<file path="src/rtl/uart_pkg.sv">
// Shared UART types and command byte constants for the receiver and the
// downstream echo/command FSMs.
package uart_pkg;

  localparam int UART_DATA_BITS = 8;

  localparam logic [7:0] CMD_ECHO_OFF = 8'h65;
  localparam logic [7:0] CMD_ECHO_ON  = 8'h45;

  typedef enum logic [2:0] {
    IDLE,
    START,
    DATA,
    STOP,
    BREAK
  } rx_state_t;

  function automatic logic majority3(input logic a, input logic b, input logic c);
    return (a & b) | (a & c) | (b & c);
  endfunction

endpackage

</file>
<file path="src/rtl/uart_rx_cmd_if.sv">
// Serial line plus received-byte outputs of the UART command receiver.
interface uart_rx_cmd_if;
  import uart_pkg::*;

  logic                      Rx;
  logic [UART_DATA_BITS-1:0] Data;
  logic                      DataValid;
  logic                      FrameError;
  logic                      Busy;

  modport master (input Rx, output Data, output DataValid, output FrameError, output Busy);
  modport slave  (output Rx, input Data, input DataValid, input FrameError, input Busy);

endinterface

</file>
<file path="src/rtl/uart_rx_sync.sv">
// Two-flop synchroniser for the Rx pin plus a delay flop for falling-edge
// detection; flops reset high so reset release cannot fake a start edge.
module uart_rx_sync
  import uart_pkg::*;
(
  input  logic Clock,
  input  logic Reset,
  input  logic rx,
  output logic rx_s,
  output logic fall
);

  logic s1, s2, s3;
  logic v1, v2;
  logic armed;

  // armed only after a genuinely sampled high, so a line held low across
  // reset release must go high and low again before it can start a frame
  always_ff @(posedge Clock) begin
    if (Reset) begin
      s1    <= 1'b1;
      s2    <= 1'b1;
      s3    <= 1'b1;
      v1    <= 1'b0;
      v2    <= 1'b0;
      armed <= 1'b0;
    end else begin
      s1    <= rx;
      s2    <= s1;
      s3    <= s2;
      v1    <= 1'b1;
      v2    <= v1;
      armed <= armed | (v2 & s2);
    end
  end

  assign rx_s = s2;
  assign fall = armed & s3 & ~s2;

endmodule

</file>
<file path="src/rtl/uart_rx_cmd.sv">
// 8N1 UART receiver producing command bytes; mid-bit 3-sample majority vote,
// false-start rejection and framing-error detection with break hold-off.
module uart_rx_cmd
  import uart_pkg::*;
#(
  parameter  int CLKS_PER_BIT = 868,
  localparam int CNT_W        = $clog2(CLKS_PER_BIT)
) (
  input  logic          Clock,
  input  logic          Reset,
  uart_rx_cmd_if.master rx_if
);

  localparam logic [CNT_W-1:0] LAST   = CNT_W'(CLKS_PER_BIT - 1);
  localparam logic [CNT_W-1:0] MID    = CNT_W'(CLKS_PER_BIT / 2);
  localparam logic [CNT_W-1:0] MID_M1 = CNT_W'(CLKS_PER_BIT / 2 - 1);
  localparam logic [CNT_W-1:0] MID_P1 = CNT_W'(CLKS_PER_BIT / 2 + 1);
  localparam logic [2:0]       LAST_BIT = 3'(UART_DATA_BITS - 1);

  logic                      rx_s, fall;
  rx_state_t                 state;
  logic [CNT_W-1:0]          cnt;
  logic                      samp_a, samp_b;
  logic [2:0]                bit_idx;
  logic [UART_DATA_BITS-1:0] shreg;
  logic [UART_DATA_BITS-1:0] data_q;
  logic                      valid_q, ferr_q, busy_q;
  logic                      decide, vote;

  uart_rx_sync u_sync (
    .Clock (Clock),
    .Reset (Reset),
    .rx    (rx_if.Rx),
    .rx_s  (rx_s),
    .fall  (fall)
  );

  assign decide = (cnt == MID_P1);
  assign vote   = majority3(samp_a, samp_b, rx_s);

  always_ff @(posedge Clock) begin
    if (Reset) begin
      state   <= IDLE;
      cnt     <= '0;
      samp_a  <= 1'b1;
      samp_b  <= 1'b1;
      bit_idx <= '0;
      shreg   <= '0;
      data_q  <= '0;
      valid_q <= 1'b0;
      ferr_q  <= 1'b0;
      busy_q  <= 1'b0;
    end else begin
      valid_q <= 1'b0;
      ferr_q  <= 1'b0;

      if (state == IDLE || cnt == LAST) cnt <= '0;
      else                              cnt <= cnt + 1'b1;

      if (cnt == MID_M1) samp_a <= rx_s;
      if (cnt == MID)    samp_b <= rx_s;

      case (state)
        IDLE: begin
          if (fall) begin
            state  <= START;
            busy_q <= 1'b1;
          end
        end
        START: begin
          if (decide) begin
            if (vote) begin
              state  <= IDLE;
              busy_q <= 1'b0;
            end else begin
              state   <= DATA;
              bit_idx <= '0;
            end
          end
        end
        DATA: begin
          if (decide) begin
            shreg <= {vote, shreg[UART_DATA_BITS-1:1]};
            if (bit_idx == LAST_BIT) state   <= STOP;
            else                     bit_idx <= bit_idx + 3'd1;
          end
        end
        STOP: begin
          // leaving at mid-stop-bit keeps IDLE ready for a back-to-back start
          if (decide) begin
            if (vote) begin
              data_q  <= shreg;
              valid_q <= 1'b1;
              state   <= IDLE;
              busy_q  <= 1'b0;
            end else begin
              ferr_q <= 1'b1;
              state  <= BREAK;
            end
          end
        end
        BREAK: begin
          if (rx_s) begin
            state  <= IDLE;
            busy_q <= 1'b0;
          end
        end
        default: begin
          state  <= IDLE;
          busy_q <= 1'b0;
        end
      endcase
    end
  end

  assign rx_if.Data       = data_q;
  assign rx_if.DataValid  = valid_q;
  assign rx_if.FrameError = ferr_q;
  assign rx_if.Busy       = busy_q;

endmodule

</file>
<file path="src/flat_wrapper.sv">
// flat-port wrapper written by rule: the top's interface ports become plain ports
module uart_rx_cmd_flat import uart_pkg::*;
#(
  parameter  int CLKS_PER_BIT = 868,
  localparam int CNT_W        = $clog2(CLKS_PER_BIT)
)
  (Clock, Reset, rx_if_Rx, rx_if_Data, rx_if_DataValid, rx_if_FrameError, rx_if_Busy);
  uart_rx_cmd_if rx_if_i ();
  input  logic Clock;
  input  logic Reset;
  input wire logic [$bits(rx_if_i.Rx)-1:0] rx_if_Rx;
  output wire logic [$bits(rx_if_i.Data)-1:0] rx_if_Data;
  output wire logic [$bits(rx_if_i.DataValid)-1:0] rx_if_DataValid;
  output wire logic [$bits(rx_if_i.FrameError)-1:0] rx_if_FrameError;
  output wire logic [$bits(rx_if_i.Busy)-1:0] rx_if_Busy;
  assign rx_if_i.Rx = rx_if_Rx;
  assign rx_if_Data = rx_if_i.Data;
  assign rx_if_DataValid = rx_if_i.DataValid;
  assign rx_if_FrameError = rx_if_i.FrameError;
  assign rx_if_Busy = rx_if_i.Busy;
  uart_rx_cmd #(.CLKS_PER_BIT(CLKS_PER_BIT)) u_core (.Clock(Clock), .Reset(Reset), .rx_if(rx_if_i));
endmodule
</file>
<file path="config.mk">
export PLATFORM = sky130hd
export DESIGN_NAME = uart_rx_cmd_flat
export DESIGN_NICKNAME = d
export VERILOG_FILES = /design/src/rtl/uart_pkg.sv /design/src/rtl/uart_rx_cmd_if.sv /design/src/rtl/uart_rx_sync.sv /design/src/rtl/uart_rx_cmd.sv /design/src/flat_wrapper.sv
export SDC_FILE = /design/constraint.sdc
export NUM_CORES = 1
export LEC_CHECK = 0
export ABC_AREA = 1
export CORE_AREA = 5 5 75 77
export CTS_CLUSTER_DIAMETER = 100
export CTS_CLUSTER_SIZE = 30
export DETAILED_ROUTE_END_ITERATION = 12
export DIE_AREA = 0 0 80 82
export GPL_ROUTABILITY_DRIVEN = 0
export REMOVE_ABC_BUFFERS = 1
export SYNTH_ARGS = -nofsm -noshare
export SYNTH_HDL_FRONTEND = slang
export SYNTH_SLANG_ARGS = --single-unit
</file>
<file path="constraint.sdc">
create_clock -name Clock -period 1.4 [get_ports Clock]
set_input_delay 0.14 -clock Clock [delete_from_list [all_inputs] [get_ports Clock]]
set_output_delay 0.14 -clock Clock [all_outputs]
set_load 0.03 [all_outputs]
</file>
== Yosys cells after proc, flatten, opt, wreduce, memory -nomap -nowiden ==
Cells that the tools add are included.

* Add/sub/neg operators: 2
* Multiply operators: 0
* Divide/modulo/power cells: 0
* $lt $le $gt $ge: 0
* Equal/unequal tests: 19
* Shift operators: 0
* Multiplexer cells: 22
* Bitwise operators: 13
* Reductions and logical operators: 11

{| class="wikitable"
|+ Operators with widths
! operator !! count
|-
| $mux W3 || 11
|-
| $eq A10 B9 Y1 const B || 3
|-
| $pmux W3 S5 || 1
|-
| $ne A2 B1 Y1 const B || 7
|-
| $add A10 B1 Y10 const B || 1
|-
| $eq A10 B10 Y1 const B || 1
|-
| $reduce_and A5 Y1 || 2
|-
| $mux W1 || 7
|-
| $and A1 B1 Y1 || 6
|-
| $eq A3 B2 Y1 const B || 2
|-
| $eq A3 B3 Y1 const B || 2
|-
| $ne A2 B2 Y1 const B || 3
|-
| $pmux W3 S2 || 1
|-
| $reduce_and A6 Y1 || 1
|-
| $not A1 Y1 || 4
|-
| $pmux W1 S4 || 1
|-
| $reduce_or A2 Y1 || 2
|-
| $add A3 B1 Y3 const B || 1
|-
| $eq A3 B1 Y1 const B || 1
|-
| $logic_not A3 Y1 || 1
|-
| $or A1 B1 Y1 || 3
|-
| $reduce_and A3 Y1 || 1
|-
| $reduce_or A3 Y1 || 1
|-
| $mux W2 || 1
|-
| other kinds (3) || 3
|}

* Flip-flop bits (word level): 43
* Latch bits: 0
* Memory bits (writable): 0
* Bits in read-only memories: 0
* Output and inout port bits: 11
* Logic and storage cells: 83
* Memories kept: 0

== Longest topological paths before layout ==
Gate-level depths: netlist of run 1.

* Depth in word-level cells: 6
* Gate-level depth with buffers: 9
* Depth with buffers taken out: 9

== Modules after synthesis ==
Synthesis of run 1 repeated with hierarchy kept, for this count alone.

* Cells, all modules: 267
* Area total of the unflattened synthesis: 1928.1 µm²

{| class="wikitable"
|+ Modules (own cells, without submodules)
! module !! instances !! cells an instance !! area an instance (µm²)
|-
| uart_rx_cmd || 1 || 250 || 1757.9
|-
| uart_rx_sync || 1 || 17 || 170.2
|}

== Least setup slack after synthesis of run 1 ==
Ideal clock, no wire load.

* Kind: flip-flop to flip-flop
* Start point: register u_core.cnt[0]
* End point: register u_core.shreg[2]
* Library setup time: 0.119 ns
* Arrival: 1.306 ns
* Setup slack: -0.025 ns
* Stages on the path, launching flop included: 8
* Path buffers: 1
* Path through: dfxtp_1 ha_1 nand2_2 nor2_8 nand2_2 buf_2 o21ai_1 a21oi_1

* Longest elaborated chain between the ends: 2

{| class="wikitable"
|+ Ends and longest elaborated chain
! what !! line !! RTL
|-
| from (decl) || uart_rx_cmd.sv:22 || <nowiki>logic [CNT_W-1:0] cnt;</nowiki>
|-
| from (signal assigned) || uart_rx_cmd.sv:58 || <nowiki>else cnt <= cnt + 1'b1;</nowiki>
|-
| $eq A10 B9 Y1 || uart_rx_cmd.sv:38 || <nowiki>assign decide = (cnt == MID_P1);</nowiki>
|-
| $reduce_and A2 Y1 (no line) || -- ||
|-
| to (signal assigned) || uart_rx_cmd.sv:83 || <nowiki>shreg <= {vote, shreg[UART_DATA_BITS-1:1]};</nowiki>
|-
| to (decl) || uart_rx_cmd.sv:25 || <nowiki>logic [UART_DATA_BITS-1:0] shreg;</nowiki>
|}

No other way between the ends.
A chain may end at the register's enable or synchronous reset.

== Worst setup path after layout of run 1 ==
* Start point: register u_core.cnt[8]
* End point: register u_core.shreg[0]

Same word-level chain as after synthesis.

==> impl_metrics.csv, run 1 <==
group,metric,value,unit
logic_synthesis,synth.yosys.warnings,0,
timing,slew_violations,0,
final_layout,fillers,533,
global_routing,grt_util_met2,20.5,%
timing,fin_skew,0.00848,ns
power,intPower,2160,uW
floorplan,initial_core_util,38.6,%
global_routing,top_usage_layer,"met2",
logic_synthesis,synth_largest_area_cell,"dfxtp_1",
logic_synthesis,synth_top_area_share,45.1,%
power,power.leakage,0.00116,uW
final_layout,final_area,2530,sq um
drt,drt_first_pass_iters,4,
logic_synthesis,syn_area,1910,sq um
final_layout,final_cell_mix,"46 x nand2_1, 42 x nor2_1, 38 x dfxtp_1",
cts,numClockSinks,43,
drt,routedWlPerCell,10.4,um
worst_setup_path,worstSetupPathType,"flop to flop",
worst_setup_path,critPathCaptureType,"flop",
global_routing,met3_usage,3.40,%
place,dp.cells,356,
drt,drt-total-wl,3.85,mm
floorplan,coreArea,4940,sq um
global_routing,overflow,0,
place,placed_area,2240,sq um
final_layout,antenna_cells,0,
status,outcome,"finished clean",
logic_synthesis,seq_area_frac_synth,45.1,%
timing,rsz0062_at_grt,"yes",
worst_setup_path,path_cells,"nand2_2 > nand3b_4 > nor2_8 > nand2_4 > o21ai_0 > a21oi_1",
place,port_buffers,13,
cts,cts_hold_buffers,0,
timing,setup_viol,0,
floorplan,ioPinCount,14,
timing,tightest_slew,0.314,ns
drt,via_per_inst,4.47,
drt,drc_errors,0,
cts,worstSkewPairLatency,0.30,ns
power,p_comb_share,16.5,%
timing,final.setup.worst_slack,0.0514,ns
global_routing,antenna_found_initial,0,
timing,slew_headroom,79.1,%
cts,cts_buffer_depth,2,
worst_setup_path,max_stage_delay,0.36,ns
cts,cts_tree,"done",
final_layout,nets,308,
place,dpl_worst_slack,-0.0124,ns
place,hpwl,2.58,mm
global_routing,first_global_vias,1450,
power,seq_power_share,44.7,%
worst_setup_path,cp_slowest_cell,"dfxtp_2",
drt,detail-route-antenna-nets,0,
logic_synthesis,avgSynthCellArea,7.37,sq um
global_routing,grt_max_degree,18,
final_layout,final_common_cell,"nand2_1",
worst_setup_path,crit_required,1.58,ns
floorplan,dieArea,6560,sq um
global_routing,grt_pass1_wl,6.09,mm
cts,cts_htree_levels,2,
logic_synthesis,ys_types,30,
power,vdd_ir_drop_max,0.685,mV
floorplan,rows,26,
global_routing,grt_use_met1,13.2,%
floorplan,die_h,82,um
power,clkPwrFrac,38.8,%
worst_setup_path,worstPathArrival,1.53,ns
final_layout,layout-drive-gt1-share,21.9,%
worst_setup_path,start_kind,"flop",
final_layout,finalNonFillerCells,371,
worst_setup_path,worstPathMaxFanout,16,
power,power.density,1150,nW/um^2
logic_synthesis,synthArstFlopShare,0,%
timing,final.setup.tns,0,ns
timing,finalHoldViolations,0,
power,p_sw,769,uW
logic_synthesis,synth_area_leaders,"dfxtp_1 45%, nor2_1 10%, nand2_1 9.6%",
drt,drtIter0Drc,76,
hold_path,hold_path_class,"input pin to flop",
logic_synthesis,synth_edf_count,0,
floorplan,die_x,80,um
logic_synthesis,synth_ff_type,"dfxtp_1",
logic_synthesis,syn_inst,259,
power,switching_share,26.3,%
drt,via_count,1659,
timing,fmax,741,MHz
run,max-cap-violations,0,
timing,min_period,1.35,ns
cts,clk_pin_slew,0.08,ns
logic_synthesis,synth_seq_cells,43,
cts,cts_buffers,5,
cts,cts_root_buffer,"clkbuf_8",
final_layout,synthToLayoutAreaGrowth,32.8,%
global_routing,track_usage,11.7,%
timing,fin_crit_sh,96.3,%
[sequential cells by signal, summed over array words and instances (netlist names)]
signal / cells
u_core.u_sync.rx_s: 1
u_core.rx_if.Data: 8
u_core.u_sync.armed: 1
u_core.samp_a: 1
u_core.bit_idx: 3
u_core.u_sync.v2: 1
u_core.shreg: 8
u_core.cnt: 10
u_core.state: 3
u_core.rx_if.FrameError: 1
u_core.u_sync.s1: 1
u_core.u_sync.s3: 1
u_core.u_sync.v1: 1
u_core.samp_b: 1
u_core.rx_if.Busy: 1
u_core.rx_if.DataValid: 1
[layer usage]
| metal | share of wire [%] | vias to the layer above | wire length [um] |
|---|---|---|---|
| met5 | 0 | - | 0 |
| met4 | 0.80 | 0 | 31 |
| met3 | 3.2 | 4 | 124 |
| met2 | 50 | 18 | 1940 |
| met1 | 46 | 740 | 1760 |
| li1 | - | 897 | - |
[kinds of logic (layout without fill, tap and decap cells)]
kind of cell,after synthesis,in the layout,synth area share (%)
buf+inv,40,80,8.39
xor+xnor,3,3,1.38
flops,43,43,45.1
simple gates,138,140,33.6
compound gates,30,30,8.26
fa+ha+maj,5,5,3.28
[cell usage after synthesis (3+ instances only)]
| master | count |
|---|---|
| nand2_1 | 49 |
| ha_1 | 5 |
| o21ai_0 | 9 |
| or2_2 | 3 |
| nand3_1 | 12 |
| nand4_1 | 5 |
| nor2_1 | 51 |
| a21oi_1 | 17 |
| nor3_1 | 4 |
| inv_1 | 33 |
| dfxtp_1 | 43 |
| nor3b_1 | 3 |
| nand2_2 | 3 |
[final timing paths]
path                                       start          endpoint  slack, ns  depth (start not counted)
worst max register to register     u_core.cnt[8]   u_core.shreg[0]       0.05                          6
worst min register to register  u_core.u_sync.v1  u_core.u_sync.v2       0.41                          2
worst max-delay path               u_core.cnt[8]   u_core.shreg[0]       0.05                          6
worst min-delay path                    rx_if_Rx  u_core.u_sync.s1       0.41                          2
[per-stage QoR]
| step | power [uW] | hold WS (ns) | utilization (%) |
|---|---|---|---|
| after floorplan | 1620 | 0.209 | - |
| after global placement | 1770 | 0.390 | 45.3 |
| after detailed placement | 1770 | 0.398 | 45.3 |
| after CTS | 2910 | 0.402 | 48.0 |
| after global routing | 3070 | 0.425 | 51.3 |
| final | 2930 | 0.407 | 51.3 |
[what timing repair did]
action                     in CTS  in global routing
resized for setup              13                 31
cloned                          0                  2
setup endpoints to repair      15                 27
pin swaps                       0                  6
setup buffers                   0                  5
[worst max-delay path: cells and delay by family, from the launching register on]
family | cells | cell delay [ns]
flops | 1 | 0.36
compound gates | 2 | 0.24
simple gates | 4 | 0.62
[power by group through the flow]
stage                     logic (uW)  clock network (uW)  registers, uW
after global placement           446                   0           1320
after CTS                        455                1160           1300
after detailed placement         447                   0           1330
after floorplan                  272                   0           1350
after global routing             542                1210           1320
final                            482                1130           1310
[area by class of cell]
cell class	instances	area (sq um)	share of cell area [%]
inverter	35	131	5.18
clock inverter	2	60.1	2.37
sequential	43	867	34.2
clock buffer	6	72.6	2.86
multi-input combinational	178	1020	40.1
timing repair buffer	37	300	11.8
tap	70	87.6	3.46
Note: power is estimated with default switching activity, not from simulation.
==> run 2: changes to the inputs <==
- SLEW_MARGIN: default -> 30
==> results of run 2 <==
Final layout, timing and power as in run 1 (identical DEF).
